==> src/rtl/bist_datapath.sv <==
// BIST pattern datapath: decodes the one-hot BIST enables into a mode,
// prescales the clock into pattern steps and drives ring / Johnson / LFSR
// patterns onto the LED bus. Illegal (multi-hot) enables raise enable_error.
// Optional build macro: BIST_MISR_EN adds a MISR signature over every new pattern.
module bist_datapath #(
  parameter int               WIDTH     = 8,
  parameter int               TICK_DIV  = 25_000_000,
  parameter logic [WIDTH-1:0] LFSR_TAPS = 8'hB8,
  parameter logic [WIDTH-1:0] LFSR_SEED = 8'h01
) (
  input  logic             clk,
  input  logic             rst,
  input  logic             ring_counter_enable,
  input  logic             johnson_counter_enable,
  input  logic             lfsr_enable,
  output logic [WIDTH-1:0] led,
  output logic             pattern_valid,
`ifdef BIST_MISR_EN
  output logic [WIDTH-1:0] signature,
`endif
  output logic             enable_error
);

  localparam logic [2:0] IDLE    = 3'd0;
  localparam logic [2:0] RING    = 3'd1;
  localparam logic [2:0] JOHNSON = 3'd2;
  localparam logic [2:0] LFSR    = 3'd3;
  localparam logic [2:0] ERROR   = 3'd4;

  localparam int CNT_W = (TICK_DIV > 2) ? $clog2(TICK_DIV) : 1;
  localparam logic [CNT_W-1:0] CNT_LAST = CNT_W'(TICK_DIV - 1);

  logic [2:0]       mode, mode_next;
  logic [CNT_W-1:0] cnt;
  logic             entry, run, tick;
  logic [WIDTH-1:0] seed, led_step;

  // Decode the enables into the requested mode; multi-hot is an error
  always_comb begin
    mode_next = ERROR;
    case ({ring_counter_enable, johnson_counter_enable, lfsr_enable})
      3'b000:  mode_next = IDLE;
      3'b100:  mode_next = RING;
      3'b010:  mode_next = JOHNSON;
      3'b001:  mode_next = LFSR;
      default: mode_next = ERROR;
    endcase
  end

  // A mode change always wins over a coincident tick
  assign entry = (mode_next != mode);
  assign run   = (mode == RING) || (mode == JOHNSON) || (mode == LFSR);
  assign tick  = run && !entry && (cnt == CNT_LAST);

  // Seed for the mode being entered and next step of the current pattern
  always_comb begin
    seed = '0;
    case (mode_next)
      RING:    seed = WIDTH'(1);
      LFSR:    seed = LFSR_SEED;
      default: seed = '0;
    endcase
    led_step = led;
    case (mode)
      RING:    led_step = {led[WIDTH-2:0], led[WIDTH-1]};
      JOHNSON: led_step = {led[WIDTH-2:0], ~led[WIDTH-1]};
      LFSR:    led_step = (led >> 1) ^ (led[0] ? LFSR_TAPS : '0);
      default: led_step = led;
    endcase
  end

  // Mode, prescaler, pattern and status registers
  always_ff @(posedge clk) begin
    if (rst) begin
      mode          <= IDLE;
      cnt           <= '0;
      led           <= '0;
      pattern_valid <= 1'b0;
      enable_error  <= 1'b0;
    end else begin
      mode          <= mode_next;
      enable_error  <= (mode_next == ERROR);
      pattern_valid <= tick;
      if (entry) begin
        cnt <= '0;
        // ERROR keeps whatever was on the LEDs so the failing pattern stays visible
        if (mode_next != ERROR) led <= seed;
      end else if (run) begin
        if (tick) begin
          cnt <= '0;
          led <= led_step;
        end else begin
          cnt <= cnt + CNT_W'(1);
        end
      end
    end
  end

`ifdef BIST_MISR_EN
  // Signature compactor: Galois shift of the old signature folded with the new pattern
  always_ff @(posedge clk) begin
    if (rst) begin
      signature <= '0;
    end else if (entry) begin
      signature <= '0;
    end else if (tick) begin
      signature <= ((signature >> 1) ^ (signature[0] ? LFSR_TAPS : '0)) ^ led_step;
    end
  end
`endif

endmodule

==> config.mk <==
export PLATFORM = sky130hd
export DESIGN_NAME = bist_datapath
export DESIGN_NICKNAME = d
export VERILOG_FILES = /design/src/rtl/bist_datapath.sv
export SDC_FILE = /design/constraint.sdc
export NUM_CORES = 1
export LEC_CHECK = 0
export CORE_MARGIN = 2
export CORE_UTILIZATION = 51
export DETAILED_ROUTE_END_ITERATION = 10
export HOLD_SLACK_MARGIN = 0.05
export PLACE_DENSITY_LB_ADDON = 0.08
export SLEW_MARGIN = 25
export SYNTH_ARGS = -nofsm -noshare
export SYNTH_HDL_FRONTEND = slang
export SYNTH_SLANG_ARGS = --single-unit
==> constraint.sdc <==
create_clock -name clk -period 2.15 [get_ports clk]
set_input_delay 0.3225 -clock clk [delete_from_list [all_inputs] [get_ports clk]]
set_output_delay 0.3225 -clock clk [all_outputs]
set_load 0.01 [all_outputs]
==> results of run 1 <==
## state kept, by name, summed over array words and instances, names as in the netlist
| signal | cells |
|---|---|
| cnt | 25 |
| led | 8 |
| mode | 3 |
| enable_error | 1 |
| pattern_valid | 1 |
## layout by cell type, fill, tap and decap left out, types with 5 or more instances in the layout
master            n
nor4_1            9
clkbuf_4          5
nor3_1            9
buf_4            14
o2bb2ai_1         7
nand4_1           6
nand3_1           8
nor2_1           33
mux2i_1           5
xnor2_1          25
clkdlybuf4s50_1  14
dfxtp_1          36
nand2_1          12
## critical path, stage by stage, from the launching register on
cell and delay [ns]:
dfxtp_1 0.40, and4_2 0.29, nand4_1 0.11, or4_1 0.58, a22o_1 0.29, buf_4 0.16, o2bb2ai_1 0.12
## cells by family (layout without fill, tap and decap cells)
kind of cell / count (synthesis) / in the layout / synth area share
flops: 38 / 38 / 0.418
fa+ha+maj: 2 / 2 / 0.0124
buf+inv: 14 / 39 / 0.0433
xor+xnor: 28 / 28 / 0.135
mux: 5 / 5 / 0.0275
compound gates: 21 / 21 / 0.0920
simple gates: 97 / 97 / 0.273
## cell type report
cell class / instances / area (um^2) / area share
multi-input combinational: 153 / 1000 / 0.466
inverter: 3 / 11.3 / 0.00525
clock inverter: 2 / 10.0 / 0.00466
timing repair buffer: 29 / 265 / 0.124
tap: 46 / 57.6 / 0.0268
clock buffer: 5 / 37.5 / 0.0175
sequential: 38 / 763 / 0.356
## path summary, 6_finish.rpt
check / start / cells past startpoint / slack (ns) / to
max: cnt[19] / 6 / 0.09 / led[4]
min: led[3] / 1 / 0.51 / led[3]
max reg2reg: cnt[19] / 6 / 0.09 / led[4]
min reg2reg: led[3] / 1 / 0.51 / led[3]
## routing by layer
layer / GRT usage / share of wire
met4: 0.0924 / 0.015
met5: 0 / 0
met1: 0.227 / 0.45
met3: 0.0405 / 0.032
met2: 0.362 / 0.50
## metrics by stage
step           hold slack, ns  total power, mW  utilization
2_1_floorplan           0.394            0.794            -
3_3_place_gp            0.488            0.828        0.613
3_5_place_dp            0.494            0.831        0.613
4_1_cts                 0.510             1.16        0.628
5_1_grt                 0.539             1.21        0.633
6_report                0.509             1.16        0.633
## power by group
group / switching (mW) / internal [mW] / total, mW
Clock: 0.221 / 0.118 / 0.339
Combinational: 0.0469 / 0.0520 / 0.0989
Sequential: 0.00912 / 0.711 / 0.720
Total: 0.277 / 0.880 / 1.16
==> impl_metrics.env, run 1 <==
export IMPL_finClkSkew_ns=0.00343
export IMPL_antenna_found_initial=0
export IMPL_required_ns=2.38
export IMPL_io_pin_count=15
export IMPL_synth_most_common_cell="dfxtp_1"
export IMPL_drive_gt1_frac=0.148
export IMPL_dieArea_mm2=0.00407
export IMPL_ctsResizeCount=1
export IMPL_synth_warnings=0
export IMPL_num_vias=1523
export IMPL_cap_violations=0
export IMPL_yosysSeqAreaShare=0.418
export IMPL_ir_drop_mv=0.396
export IMPL_gp_congestion=0.776
export IMPL_start_util=0.537
export IMPL_grt_overflow=0
export IMPL_core_mm2=0.00339
export IMPL_setup_ws_ns=0.0931
export IMPL_cts_num_sinks=38
export IMPL_fill_cells=295
export IMPL_synth_edf_count=0
export IMPL_yosys_top_cells_area="dfxtp_1 (42%), xnor2_1 (12%), nor2_1 (7.0%)"
export IMPL_grt_start_max_net_pins=24
export IMPL_critPathMaxFanout=7
export IMPL_placed_cells=269
export IMPL_synth_cell_types=40
export IMPL_nNetsFinal=236
export IMPL_synth_seq_cells=38
export IMPL_area_growth_pct=17.8
export IMPL_critPathKind="flip-flop to flip-flop"
export IMPL_cts_max_path_buffers=2
export IMPL_leakage_nw=0.679
export IMPL_rsz0062_at_grt="false"
export IMPL_max_freq_ghz=0.486
export IMPL_cellPowerDensity_mw_per_mm2=539
export IMPL_hp_class="flip-flop to flip-flop"
export IMPL_start_kind="flip-flop"
export IMPL_finalSetupViolations=0
export IMPL_cts_made_buffers=5
export IMPL_clock_latency_ns=0.33
export IMPL_slew_headroom=0.652
export IMPL_grt_use_total=0.201
export IMPL_async_reset_ff_frac=0
export IMPL_wirelength_mm=3.68
export IMPL_dp_hpwl_mm=2.61
export IMPL_final_max_slew_viol_count=0
export IMPL_synth_top_area_cell="dfxtp_1"
export IMPL_drc=0
export IMPL_rows=21
export IMPL_grt_pass1_wl_mm=6.53
export IMPL_grt_pass1_vias=1525
export IMPL_dpl_cell_area_mm2=0.00208
export IMPL_post_route_min_period_ns=2.06
export IMPL_syn_inst=205
export IMPL_synth_nets=211
export IMPL_post_cts_buffers=0
export IMPL_tightest_slew_ns=0.520
export IMPL_fin_area_mm2=0.00215
export IMPL_diodes=0
export IMPL_instances_no_fill=276
export IMPL_critPathCaptureType="flip-flop"
export IMPL_avgViaCountPerCell=5.52
export IMPL_path_clk_slew_ns=0.11
export IMPL_synthTopCellsByCount="dfxtp_1 (38), nor2_1 (34), xnor2_1 (25)"
export IMPL_synth_top_cell_area_share=0.418
export IMPL_cp_data_arrival_time_ns=2.29
export IMPL_io_buffers=14
export IMPL_ctsHtreeMaxLevel=2
export IMPL_fp_dieH_um=63.8
export IMPL_final_antenna_net_count=0
export IMPL_cts_tree="done"
export IMPL_hold_viol=0
export IMPL_dr_pass1_iters=4
export IMPL_synthFlopType="dfxtp_1"
export IMPL_setup_tns_final_ns=0
export IMPL_root_buffer="clkbuf_4"
export IMPL_fin_crit_sh=0.957
export IMPL_status="finished clean"
export IMPL_synth_area_per_cell_um2=8.89
export IMPL_die_w_um=63.8
export IMPL_post_drt_wl_per_cell_um=13.3
export IMPL_holdBufCountCts=0
export IMPL_drt_iter0_markers=124
export IMPL_dp_slack_ns=-0.341
export IMPL_syn_area_mm2=0.00182
No activity file was read; power rests on OpenSTA's default activity.
==> run 2, diff against run 1 <==
Settings changed: CAP_MARGIN from default to 40, CTS_CLUSTER_DIAMETER from default to 40.
==> results of run 2 <==
The final DEF is identical to that of run 1; final timing and power are the same.
==> patch 1 (flow settings as in run 1) <==
Set the parameter `WIDTH` to 9 (it was 8).
--- a/src/rtl/bist_datapath.sv
+++ b/src/rtl/bist_datapath.sv
@@ -5,3 +5,3 @@
 module bist_datapath #(
-  parameter int               WIDTH     = 8,
+  parameter int               WIDTH     = 9,
   parameter int               TICK_DIV  = 25_000_000,
Ports: changed (resized led); port bits go from 15 to 16. No check against the original RTL was run, so the function may have changed too.
==> patch 1 against run 1 <==
Routed wire length rose by 9.1%; critical path type unchanged; synthesized area is 8.8% higher; largest power group unchanged; worst setup slack better by 0.030 ns; clock power is 50% higher; first-iteration DRC count decreased by 15%; power grew 16%; sequential cell count stayed put; largest cell class unchanged; via count is 10% higher; final area increased by 11%; combinational power is 21% higher; worst hold slack got worse by 0.038 ns; maximum frequency up 1.5%.
==> patch 1: results <==
export IMPL_muxShareOfSynthArea=0.07639
export IMPL_crit_reg2reg_launch="mode[0]"
export IMPL_fmax_mhz=493.3
export IMPL_met3_wirelength_um=126
export IMPL_outcome="complete, no violations"
export IMPL_cts_inserted_buffers=5
export IMPL_placedCellCount=301
export IMPL_grt_met1_usage=0.2261
export IMPL_pre_cts_slack_ns=-0.3783
export IMPL_worst_hold_path_num_cells=2
export IMPL_yosysSeqAreaShare=0.3838
export IMPL_track_usage=0.2066
export IMPL_port_buffer_count=15
export IMPL_grt_pass1_wl_mm=6.989
export IMPL_cellLeakagePower_nw=0.7740
export IMPL_yosys_area_share_xor_xnor=0.1282
export IMPL_worst_endpoint_arrival_ns=2.21
export IMPL_pin_count_of_the_biggest_net_entering_global_routing=23
export IMPL_swShare=0.2354
export IMPL_drt_wirelength_per_cell_um=12.98
export IMPL_clock_root_buffer="sky130_fd_sc_hd__clkbuf_8"
export IMPL_instances_no_fill=309
export IMPL_routedLengthMet1_mm=1.808
export IMPL_nNetsFinal=266
export IMPL_holdPathEnd="cnt[1]"
export IMPL_grtUsageMet3=0.06133
export IMPL_hold_path_startpoint="cnt[1]"
export IMPL_cts_resized=3
export IMPL_post_route_cells_drive_above_1_share=0.1188
export IMPL_cts_htree_levels=2
export IMPL_detailroute_wirelength_met2_mm=2.035
export IMPL_max_vdd_ir_drop_uv=308.1
export IMPL_synth_area_leaders="sky130_fd_sc_hd__dfxtp_1, sky130_fd_sc_hd__xnor2_1, sky130_fd_sc_hd__nor2_1"
export IMPL_insertion_delay_of_the_later_clocked_pin_in_the_worst_skew_pair_ns=0.29
export IMPL_worstSetupEndpoint="led[3]"
export IMPL_fin_hold_ws_ns=0.4716
export IMPL_crit_start="mode[0]"
export IMPL_yosys_area_share_adder=0.01136
export IMPL_vias=1678
export IMPL_ys_types=42
export IMPL_detailed_place_hpwl_mm=2.935
export IMPL_post_route_drc_count=0
export IMPL_rr_endpoint="led[3]"
export IMPL_transition_time_of_the_tightest_slew_check_pin_ns=0.5273
export IMPL_place_area_um2=2296
export IMPL_cts_reportedPaths_clkPinSlew_ns=0.07
export IMPL_synthCells=233
export IMPL_finalWeightedCongestion=0.8233
export IMPL_synth_net_count=239
export IMPL_largest_registers="cnt: 25 flops, led: 9 flops, mode: 2 flops"
export IMPL_globalRouteMet2Util=0.3788
export IMPL_drt_pass1_iterations=4
export IMPL_reg_to_reg_setup_timing_slack_ns=0.12
export IMPL_synth_compound_area_share=0.06566
export IMPL_synth_top_cells_by_count="sky130_fd_sc_hd__dfxtp_1, sky130_fd_sc_hd__nor2_1, sky130_fd_sc_hd__xnor2_1"
export IMPL_detail_route_iter0_violations=105
export IMPL_clock_skew_final_ns=0.003153
export IMPL_worstPathMaxFanout=8
## patch 1: cell types whose count changed after synthesis, moves of 3 or more
cell | before | now
sky130_fd_sc_hd__a211oi_1 | 0 | 4
sky130_fd_sc_hd__and2_1 | 0 | 4
sky130_fd_sc_hd__buf_2 | 3 | 6
sky130_fd_sc_hd__buf_6 | 3 | 0
sky130_fd_sc_hd__inv_1 | 3 | 6
sky130_fd_sc_hd__mux2_1 | 0 | 8
sky130_fd_sc_hd__nor2_1 | 34 | 38
sky130_fd_sc_hd__nor2b_1 | 2 | 11
sky130_fd_sc_hd__nor4_1 | 9 | 6
sky130_fd_sc_hd__o2bb2ai_1 | 7 | 0
## patch 1: critical path, stage by stage, from the launching register on
cell                      delay (ns)
sky130_fd_sc_hd__dfxtp_1        0.37
sky130_fd_sc_hd__or4bb_1        0.50
sky130_fd_sc_hd__a31o_1         0.26
sky130_fd_sc_hd__a31oi_4        0.19
sky130_fd_sc_hd__and2_4         0.17
sky130_fd_sc_hd__buf_12         0.12
sky130_fd_sc_hd__mux2_1         0.32
## patch 1: power groups by stage
stage	Combinational, mW	Sequential (mW)	Clock [mW]
2_1_floorplan	0.0738	0.730	0
3_3_place_gp	0.116	0.734	0
3_5_place_dp	0.120	0.734	0
4_1_cts	0.120	0.718	0.519
5_1_grt	0.130	0.719	0.548
6_report	0.120	0.718	0.508
## patch 1: area by class of cell
cell class	count	area [um2]
Fill cell	323	1300
Multi-Input combinational cell	175	1137
Sequential cell	38	762.0
Timing Repair Buffer	34	315.3
Clock buffer	7	86.33
Tap cell	48	60.06
Inverter	6	22.52
Clock inverter	1	5.005
==> patch 2 (settings of run 1) <==
Made on the original files. Remove the register `enable_error`: a continuous assignment takes its place, so the output `enable_error` follows one clock earlier.
--- a/src/rtl/bist_datapath.sv
+++ b/src/rtl/bist_datapath.sv
@@ -78,6 +78,4 @@
       pattern_valid <= 1'b0;
-      enable_error  <= 1'b0;
     end else begin
       mode          <= mode_next;
-      enable_error  <= (mode_next == ERROR);
       pattern_valid <= tick;
@@ -98,2 +96,4 @@
 
+  assign enable_error = (mode_next == ERROR);
+
 `ifdef BIST_MISR_EN
Behaviour: not the same (a bounded check fails within 4 cycles, from zero or initial values and one cycle with rst high).
==> patch 2 against run 1 <==
Final area is 14% higher; sequential cell count shrank 1; synthesized area is 8.0% higher; worst setup slack gained 0.011 ns; power grew 26%; count of clock-buffer cells in the layout is 1 higher; routed wire length rose by 20%; critical path type unchanged; largest cell class unchanged; highest routed layer unchanged.
==> patch 2: results <==
export IMPL_nMultiInputCombCells=183
export IMPL_fill_cells=337
export IMPL_rr_endpoint="led[3]"
export IMPL_clock_root_buffer="sky130_fd_sc_hd__clkbuf_8"
export IMPL_grtUsageMet3=0.06133
export IMPL_ff_latch_area_um2=743.2
export IMPL_vias=1788
export IMPL_final_nonclk_buf_share=0.1372
export IMPL_globalRouteMet2Util=0.3388
export IMPL_signal_buffers=40
export IMPL_totalWireLength_mm=4.401
export IMPL_synth_compound_area_share=0.08582
export IMPL_syn_area_per_cell_um2=8.269
export IMPL_fin_hold_ws_ns=0.5038
export IMPL_pin_count_of_the_biggest_net_entering_global_routing=14
export IMPL_place_area_um2=2280
export IMPL_holdPathEnd="cnt[1]"
export IMPL_clock_skew_final_ns=0.005810
export IMPL_muxShareOfSynthArea=0.03560
export IMPL_worst_hold_path_num_cells=2
export IMPL_final_area_um2=2444
export IMPL_p_int_mw=1.131
export IMPL_cts_reportedPaths_clkPinSlew_ns=0.08
export IMPL_sequentialPower_mw=0.703
export IMPL_grt_met1_usage=0.3089
export IMPL_synth_top_cells_by_count="sky130_fd_sc_hd__dfxtp_1, sky130_fd_sc_hd__nor2_1, sky130_fd_sc_hd__xnor2_1"
export IMPL_pre_cts_slack_ns=-0.4163
export IMPL_total_area_of_multi_input_combinational_cells_um2=1162
export IMPL_nNetsFinal=279
export IMPL_yosys_area_share_adder=0.01144
export IMPL_outcome="complete, no violations"
export IMPL_placedCellCount=312
export IMPL_cellLeakagePower_nw=0.8166
export IMPL_detail_route_iter0_violations=85
export IMPL_worstPathMaxFanout=5
-- patch 2: cell types whose count changed in the layout (fill, tap and decap cells not counted), moves of 5 or more --
cell | before | now
sky130_fd_sc_hd__and2_1 | 0 | 5
sky130_fd_sc_hd__nand3_1 | 8 | 13
sky130_fd_sc_hd__buf_4 | 14 | 26
sky130_fd_sc_hd__o2bb2ai_1 | 7 | 0
sky130_fd_sc_hd__nand2_1 | 12 | 22
sky130_fd_sc_hd__o21ai_0 | 2 | 11
sky130_fd_sc_hd__clkbuf_8 | 0 | 6
sky130_fd_sc_hd__clkbuf_4 | 5 | 0
-- patch 2: worst max-delay path by stage --
stage                            from      endpoint  slack, ns  depth (start not counted)
4_1_cts           ring_counter_enable  enable_error       0.03                          4
5_1_grt                       cnt[15]        led[6]      0.003                          5
6_report                      cnt[15]        led[3]       0.10                          6
2_1_floorplan  johnson_counter_enable        cnt[5]       0.04                          7
3_3_place_gp   johnson_counter_enable       cnt[21]      -0.37                          6
3_5_place_dp   johnson_counter_enable        cnt[0]      -0.42                          6
-- patch 2: metal layers --
layer / routed length (um) / up-vias / share of wire
li1: - / 905 / -
met1: 2291 / 841 / 0.52
met2: 1863 / 38 / 0.42
met3: 205 / 4 / 0.047
met4: 40 / 0 / 0.0091
met5: 0 / - / 0
-- patch 2: what timing repair did --
item,CTS,global route
setup buffers,1,0
endpoints found under the setup margin,27,8
pin swaps,3,3
gates cloned,1,0
resized for setup,6,4
-- patch 2: cells by family after synthesis --
| group | count (synthesis) |
|---|---|
| mux | 7 |
| xor+xnor | 28 |
| compound gates | 26 |
| fa+ha+maj | 2 |
| flops | 37 |
| simple gates | 119 |
| buf+inv | 19 |
